### src/rtl/vm2_irq_pkg.sv
// rtl/vm2_irq_pkg.sv - shared types and constants for the VM2 vectored interrupt controller
package vm2_irq_pkg;

   localparam int VEC_W = 16;
   localparam logic [VEC_W-1:0] SPUR_VEC_DEF = 16'o000000;

   typedef enum logic [1:0] {
      IDLE = 2'd0,
      PEND = 2'd1,
      ACK  = 2'd2,
      DONE = 2'd3
   } state_t;

endpackage

### src/rtl/vm2_irq_ctrl_if.sv
// rtl/vm2_irq_ctrl_if.sv - CPU-side vector handshake (virq/ivec/istb/iack)
interface vm2_irq_ctrl_if;
   import vm2_irq_pkg::*;

   logic             virq_o;
   logic [VEC_W-1:0] ivec_o;
   logic             istb_i;
   logic             iack_o;

   modport master (output istb_i, input virq_o, input ivec_o, input iack_o);
   modport slave  (input istb_i, output virq_o, output ivec_o, output iack_o);

endinterface

### src/rtl/vm2_irq_ctrl_prio_enc.sv
// rtl/vm2_irq_ctrl_prio_enc.sv - rotating-start priority encoder; the first active
// request found scanning upward from start (mod N) wins
module irq_prio_enc #(
   parameter int N     = 8,
   parameter int IDX_W = (N > 1) ? $clog2(N) : 1
) (
   input  logic [N-1:0]     req,
   input  logic [IDX_W-1:0] start,
   output logic [IDX_W-1:0] win,
   output logic             any
);

   always_comb begin
      win = '0;
      any = |req;
      // Scan from the far end so the earliest candidate in search order overwrites last
      for (int i = N - 1; i >= 0; i--) begin
         int idx;
         idx = (int'(start) + i) % N;
         if (req[idx]) win = IDX_W'(idx);
      end
   end

endmodule

### src/rtl/vm2_irq_ctrl.sv
// rtl/vm2_irq_ctrl.sv - vectored interrupt controller feeding the VM2 CPU; optional
// rotating priority with VM2_IRQ_ROUND_ROBIN_EN
module vm2_irq_ctrl
   import vm2_irq_pkg::*;
#(
   parameter int               N        = 8,
   parameter logic [VEC_W-1:0] SPUR_VEC = SPUR_VEC_DEF
) (
   input  logic             wb_clk_i,
   input  logic             wb_rst_i,
   input  logic [N-1:0]     irq_i,
   input  logic [VEC_W*N-1:0] vec_i,
   output logic [N-1:0]     irq_ack_o,
   vm2_irq_ctrl_if.slave    cpu
);

   localparam int IDX_W = (N > 1) ? $clog2(N) : 1;

   state_t           state, state_n;
   logic             virq_q, virq_n;
   logic             iack_q, iack_n;
   logic [VEC_W-1:0] ivec_q, ivec_n;
   logic [N-1:0]     ack_q, ack_n;
   logic [IDX_W-1:0] start;
   logic [IDX_W-1:0] win;
   logic             any;

`ifdef VM2_IRQ_ROUND_ROBIN_EN
   logic [IDX_W-1:0] rr_ptr, rr_n;
   assign start = rr_ptr;
`else
   assign start = '0;
`endif

   irq_prio_enc #(.N(N), .IDX_W(IDX_W)) u_prio (
      .req   (irq_i),
      .start (start),
      .win   (win),
      .any   (any)
   );

   always_ff @(posedge wb_clk_i or posedge wb_rst_i) begin
      if (wb_rst_i) begin
         state  <= IDLE;
         virq_q <= 1'b0;
         iack_q <= 1'b0;
         ivec_q <= '0;
         ack_q  <= '0;
`ifdef VM2_IRQ_ROUND_ROBIN_EN
         rr_ptr <= '0;
`endif
      end else begin
         state  <= state_n;
         virq_q <= virq_n;
         iack_q <= iack_n;
         ivec_q <= ivec_n;
         ack_q  <= ack_n;
`ifdef VM2_IRQ_ROUND_ROBIN_EN
         rr_ptr <= rr_n;
`endif
      end
   end

   always_comb begin
      state_n = state;
      virq_n  = virq_q;
      iack_n  = iack_q;
      ivec_n  = ivec_q;
      ack_n   = '0;
`ifdef VM2_IRQ_ROUND_ROBIN_EN
      rr_n    = rr_ptr;
`endif
      case (state)
         IDLE: begin
            if (cpu.istb_i) begin
               ivec_n  = SPUR_VEC;
               iack_n  = 1'b1;
               state_n = ACK;
            end else if (any) begin
               virq_n  = 1'b1;
               state_n = PEND;
            end
         end
         PEND: begin
            if (cpu.istb_i) begin
               virq_n  = 1'b0;
               iack_n  = 1'b1;
               state_n = ACK;
               // Winner is committed here; later irq_i changes cannot disturb ivec
               if (any) begin
                  ivec_n     = vec_i[VEC_W*int'(win) +: VEC_W];
                  ack_n[win] = 1'b1;
`ifdef VM2_IRQ_ROUND_ROBIN_EN
                  rr_n = (win == IDX_W'(N - 1)) ? '0 : win + 1'b1;
`endif
               end else begin
                  ivec_n = SPUR_VEC;
               end
            end else if (!any) begin
               virq_n  = 1'b0;
               state_n = IDLE;
            end
         end
         ACK: begin
            if (!cpu.istb_i) begin
               iack_n  = 1'b0;
               state_n = DONE;
            end
         end
         DONE: begin
            // Lets the granted peripheral's request clear reach irq_i before re-arbitration
            state_n = IDLE;
         end
         default: state_n = IDLE;
      endcase
   end

   assign irq_ack_o  = ack_q;
   assign cpu.virq_o = virq_q;
   assign cpu.iack_o = iack_q;
   assign cpu.ivec_o = ivec_q;

endmodule

### src/flat_wrapper.sv
// flat-port wrapper written by rule: the top's interface ports become plain ports
module vm2_irq_ctrl_flat import vm2_irq_pkg::*;
#(
   parameter int               N        = 8,
   parameter logic [VEC_W-1:0] SPUR_VEC = SPUR_VEC_DEF
)
  (wb_clk_i, wb_rst_i, irq_i, vec_i, irq_ack_o, cpu_istb_i, cpu_virq_o, cpu_ivec_o, cpu_iack_o);
  vm2_irq_ctrl_if cpu_i ();
  input  logic wb_clk_i;
  input  logic wb_rst_i;
  input  logic [N-1:0] irq_i;
  input  logic [VEC_W*N-1:0] vec_i;
  output logic [N-1:0] irq_ack_o;
  input wire logic [$bits(cpu_i.istb_i)-1:0] cpu_istb_i;
  output wire logic [$bits(cpu_i.virq_o)-1:0] cpu_virq_o;
  output wire logic [$bits(cpu_i.ivec_o)-1:0] cpu_ivec_o;
  output wire logic [$bits(cpu_i.iack_o)-1:0] cpu_iack_o;
  assign cpu_i.istb_i = cpu_istb_i;
  assign cpu_virq_o = cpu_i.virq_o;
  assign cpu_ivec_o = cpu_i.ivec_o;
  assign cpu_iack_o = cpu_i.iack_o;
  vm2_irq_ctrl #(.N(N), .SPUR_VEC(SPUR_VEC)) u_core (.wb_clk_i(wb_clk_i), .wb_rst_i(wb_rst_i), .irq_i(irq_i), .vec_i(vec_i), .irq_ack_o(irq_ack_o), .cpu(cpu_i));
endmodule
### config.mk
export PLATFORM = sky130hd
export DESIGN_NAME = vm2_irq_ctrl_flat
export DESIGN_NICKNAME = d
export VERILOG_FILES = /design/src/rtl/vm2_irq_pkg.sv /design/src/rtl/vm2_irq_ctrl_if.sv /design/src/rtl/vm2_irq_ctrl_prio_enc.sv /design/src/rtl/vm2_irq_ctrl.sv /design/src/flat_wrapper.sv
export SDC_FILE = /design/constraint.sdc
export NUM_CORES = 1
export LEC_CHECK = 0
export BUFFER_PORTS_ARGS = -buffer_cell sky130_fd_sc_hd__buf_2
export CORE_MARGIN = 2
export CORE_UTILIZATION = 37
export CTS_BUF_LIST = sky130_fd_sc_hd__clkbuf_8
export CTS_CLUSTER_DIAMETER = 200
export DETAILED_ROUTE_END_ITERATION = 6
export PLACE_DENSITY = 0.86
export SLEW_MARGIN = 20
export SYNTH_ARGS = -nofsm -noshare
export SYNTH_HDL_FRONTEND = slang
export SYNTH_SLANG_ARGS = --single-unit
### constraint.sdc
create_clock -name wb_clk_i -period 1.9 [get_ports wb_clk_i]
set_input_delay 0.095 -clock wb_clk_i [delete_from_list [all_inputs] [get_ports wb_clk_i]]
set_output_delay 0.095 -clock wb_clk_i [all_outputs]
set_load 0.03 [all_outputs]
# Yosys cells after proc, flatten, opt, wreduce, memory -nomap -nowiden

Cells that the tools add are included.

Output and inout bits: 26
Input port bits: 139
Register bits: 28
Logic and storage cells: 60

Eq/ne operators: 11
Reduce and logical (&&, ||, !) cells: 10
Muxes and demuxes: 31
Shifts and indexed selects: 1
Order comparisons: 2

Operators with widths:

| operator                                                                | number |
|---|---|
| 128-bit by 8-bit variable part select with 16-bit output                | 1 |
| 16-bit 2-to-1 mux                                                       | 3 |
| 16-bit case mux with 2 select lines                                     | 1 |
| 3-bit 2-to-1 mux                                                        | 8 |
| 8-bit 2-to-1 mux                                                        | 3 |
| 2-bit 2-to-1 mux                                                        | 5 |
| 3-bit AND reduction                                                     | 3 |
| 2-bit inequality test, second input constant                            | 4 |
| 2-bit case mux with 4 select lines                                      | 1 |
| 8-bit OR reduction                                                      | 1 |
| 1-bit 2-to-1 mux                                                        | 7 |
| 2-bit == test, second input constant                                    | 2 |
| 3-bit by 4-bit < comparator with 1-bit output, second input constant    | 1 |
| 2-bit by 1-bit inequality test with 1-bit output, second input constant | 2 |
| 1-bit case mux with 2 select lines                                      | 2 |
| 4-bit AND reduction                                                     | 1 |
| 2-bit nonzero test                                                      | 2 |
| 1-bit demux with 3-bit select                                           | 1 |
| 3-bit by 1-bit >= comparator with 1-bit output, second input constant   | 1 |
| 3-bit by 2-bit inequality test with 1-bit output, second input constant | 1 |
| 3-bit inequality test, second input constant                            | 1 |
| 2-bit by 1-bit == test with 1-bit output, second input constant         | 1 |
| 2-bit zero test                                                         | 1 |
| 2-bit OR reduction                                                      | 1 |
| 1-bit logical AND                                                       | 1 |

# Longest topological paths before layout

Depth in word-level cells: 15
Mapped depth: 7
Mapped depth without buffers: 5

# Modules after synthesis

Synthesis repeated with hierarchy kept, for this count alone.

Cells, all modules: 306
Area total of the unflattened synthesis: 2857.7 µm²

Modules (own cells, without submodules):

| module       | instances | cells each | seq. area each (µm²) | area each (µm²) |
|---|---|---|---|---|
| vm2_irq_ctrl | 1         | 221        | 700.7                | 2065.7 |
| irq_prio_enc | 1         | 85         | 0.0                  | 792.0 |

# Worst setup path after synthesis

No wires, ideal clock.

Kind: reg-to-reg
Start: register u_core.state[1]
End: register u_core.ivec_q[7] (netlist: u_core.cpu.ivec_o[7])
Stages on the path, launching flop included: 6
Arrival: 1.711 ns
Period minus slack after synthesis: 1.798 ns
Slack: 0.102 ns
Path buffers: 0
Required time: 1.813 ns
Cells stage by stage: dfrtp_1 > nand3b_1 > a31o_2 > nand3b_1 > or4_1 > o211ai_1

Longest elaborated chain between the ends: 3
Elaborated cells on any way between the ends: 7

RTL lines:

| element                                                                     | line               | text |
|---|---|---|
| start: declaration                                                          | vm2_irq_ctrl.sv:19 | `state_t state, state_n;` |
| start signal: assignment                                                    | vm2_irq_ctrl.sv:53 | `state <= state_n;` |
| 2-bit by 1-bit == test with 1-bit output or 2-bit zero test (tied branches) | vm2_irq_ctrl.sv:73 | `case (state)` |
| 2-bit inequality test (no line) or 2-bit nonzero test (tied branches)       | -                  |  |
| 3-bit AND reduction (no line)                                               | -                  |  |
| end signal: assignment                                                      | vm2_irq_ctrl.sv:56 | `ivec_q <= ivec_n;` |
| end: declaration                                                            | vm2_irq_ctrl.sv:22 | `logic [VEC_W-1:0] ivec_q, ivec_n;` |

Several ways; a longest one is shown, not always the timed one.
A chain may end at the register's enable or synchronous reset.

# Worst setup path in the final report

Ends and elaborated chain as after synthesis.

==> qor.csv <==
metric;value;unit
final-report hold violation count;0;
all-layer global routing usage;0.261;
Worst Path Arrival;2.00;ns
total setup buffers inserted after CTS;0;
residual DRC count;0;
Final Skew;0.00764;ns
drt initial violations;141;
P&R area growth vs syn;55.0;%
placed insts;456;
Die H;78.1;microns
Hold Crit Class;in2reg;
hold depth;2;
critical path endpoint;u_core.cpu.ivec_o[7]$_DFFE_PP0P_;
CTS tree;built;
peak supply drop;0.000465;V
cell row count;26;
largest net degree at the start of global routing;33;
FF-to-FF setup slack;0.1;ns
die area;6100;sq um
DP Wirelength;6200;microns
Worst Tran Pin Value;0.650;ns
Final Non-Filler Cells;461;
port buffer count;164;
R2R depth;5;
syn avg cell area;9.15;sq um
Yosys warnings;0;
min Tclk post-route;1.80;ns
DP Area;3060;sq um
gpl congestion;0.866;
Layout Cell Area excl Fill;3150;sq um
Ant. Diodes;0;
outcome;finished clean;
Post-synth EDFFs;0;
number of clock sinks;28;
syn_nets;361;
share of post-route cells with drive strength above 1;0.547;
critical path class;reg2reg;
grt ovf;0;
Synth Register Bits;28;
initial antenna violation count;0;
Post-Route WL;7950;microns
crit-path max FO;5;
ANT nets after route;0;
Final TNS setup;0;ns
Crit. End Element;register;
fin nets;531;
CTS H-tree depth;1;
FF-to-FF End;u_core.cpu.ivec_o[7]$_DFFE_PP0P_;
number of max-cap violations;0;
Synth async-reset ratio;1.00;
Crit. Startpoint;u_core.state[1]$_DFFE_PP0P_;
Cells after Synth;222;
Yosys top cell area share;0.345;
Fill cells;483;
sequential-to-total area share from yosys stat;0.345;
Critical R2R Launch;u_core.state[1]$_DFFE_PP0P_;
Max-slew headroom;0.562;
ranking of synthesized cells by area;dfrtp_1 (35%), o221a_2 (11%), nand3b_1 (8.9%);
synthesized area;2030;sq um
Num CTS Buffers;3;
Root Driver;clkbuf_8;
Power Dens Cells;831;nW/um^2
fmax;0.554;GHz
leak pwr;1.48;nW
Final Cycle Share;0.950;
Tot Pwr;2.61;mW
clk_lat worst skew;0.27;ns
vias post-DR;2678;
IO Pins;165;
vias in the first global route;2784;
clock slew seen by the registers of the worst setup and hold paths;0.11;ns
initial core utilization;0.390;
DRT Pass-1 Iters;4;
Yosys cell types;37;
Vias/cell;5.81;
Core ar.;5200;sq um
Longest Clk Path Bufs;2;
first-pass GRT wire length;12900;microns
DIE WIDTH;78.1;microns
final setup violation count;0;
Synth top cells by count;dfrtp_1 (28), nand3b_1 (24), o221a_2 (19);
crit start category;register;
Synth area leader;dfrtp_1;
RSZ-0062 raised after global routing;false;
fin. max-slew vios;0;
most frequent cell after synthesis;dfrtp_1;
Worst Path Required;2.09;ns
main flop type after synthesis;dfrtp_1;
Routed WL per cell;17.2;microns
[per-stage QoR]
step / worst slack, ns / utilization / hold WS, ns
2_1_floorplan: 0.102 / - / 0.158
3_3_place_gp: 0.176 / 0.588 / 0.183
3_5_place_dp: 0.107 / 0.588 / 0.187
4_1_cts: 0.0829 / 0.603 / 0.0310
5_1_grt: 0.0217 / 0.605 / 0.0498
6_report: 0.0954 / 0.605 / 0.0372
[per-layer routing]
| layer | global-route usage | part of all wire |
|---|---|---|
| met1 | 0.321 | 0.40 |
| met2 | 0.491 | 0.52 |
| met3 | 0.0230 | 0.072 |
| met4 | 0.0632 | 0.0098 |
| met5 | 0 | 0 |
[layout by cell type, fill, tap and decap left out, types with 2 or more instances in the layout]
cell,netlist,routed
dfrtp_1,28,28
o211ai_1,12,12
inv_1,3,3
a32oi_1,11,11
or2_2,3,3
or4b_1,3,3
nand2_1,11,11
clkbuf_8,0,3
buf_12,0,4
nor3_1,8,8
o221a_1,3,3
o22ai_1,14,14
o221a_2,19,19
nand3_1,13,13
o311ai_0,3,3
nand3b_1,24,24
nor2_1,13,12
nor2b_1,2,2
o21ai_0,3,3
buf_2,8,164
a22oi_1,11,11
a21oi_1,3,3
buf_4,0,15
[critical path: stages, from the launching register on]
cell	delay, ns
dfrtp_1	0.42
nand3b_1	0.18
a31o_2	0.27
nand3b_1	0.20
or4_1	0.55
o211ai_1	0.10
[where the power goes]
group | switching, mW | leakage [nW] | internal, mW | total (mW)
clock network | 0.196 | 0.0357 | 0.282 | 0.478
logic | 0.760 | 1.08 | 0.488 | 1.25
registers | 0.111 | 0.368 | 0.777 | 0.888
[worst min path at each step]
stage	startpoint	to
finish	cpu_istb_i	u_core.state[0]$_DFFE_PP0P_
detailed placement	wb_rst_i	u_core.cpu.ivec_o[10]$_DFFE_PP0P_
global placement	wb_rst_i	u_core.cpu.ivec_o[10]$_DFFE_PP0P_
CTS	cpu_istb_i	u_core.state[0]$_DFFE_PP0P_
global route	cpu_istb_i	u_core.state[0]$_DFFE_PP0P_
floorplan	wb_rst_i	u_core.cpu.iack_o$_DFFE_PP0P_
[final cells by class]
class                           count  area (sq um)  share of cell area
Timing Repair Buffer              184          1020               0.325
Clock inverter                      1          30.0             0.00954
Tap cell                           70          87.6              0.0278
Inverter                            3          11.3             0.00358
Sequential cell                    28           701               0.223
Clock buffer                        3          41.3              0.0131
Multi-Input combinational cell    172          1250               0.398
[repair_timing]
item | 4_1_cts | 5_1_grt
setup endpoints to repair | 0 | 3
gates resized for setup | 0 | 1
hold endpoints to repair | 28 | 0
hold buffers | 1 | 0
[cell families after synthesis]
| family | after synthesis | share of synthesized area |
|---|---|---|
| flops | 28 | 0.345 |
| buf+inv | 22 | 0.0456 |
| simple gates | 82 | 0.240 |
| compound gates | 90 | 0.370 |
[state kept, by name, indices dropped and copies added, names as in the netlist]
name / flops
u_core.cpu.ivec_o: 16
u_core.cpu.virq_o: 1
u_core.state: 2
u_core.cpu.iack_o: 1
u_core.irq_ack_o: 8
(Power assumes the default switching activity.)
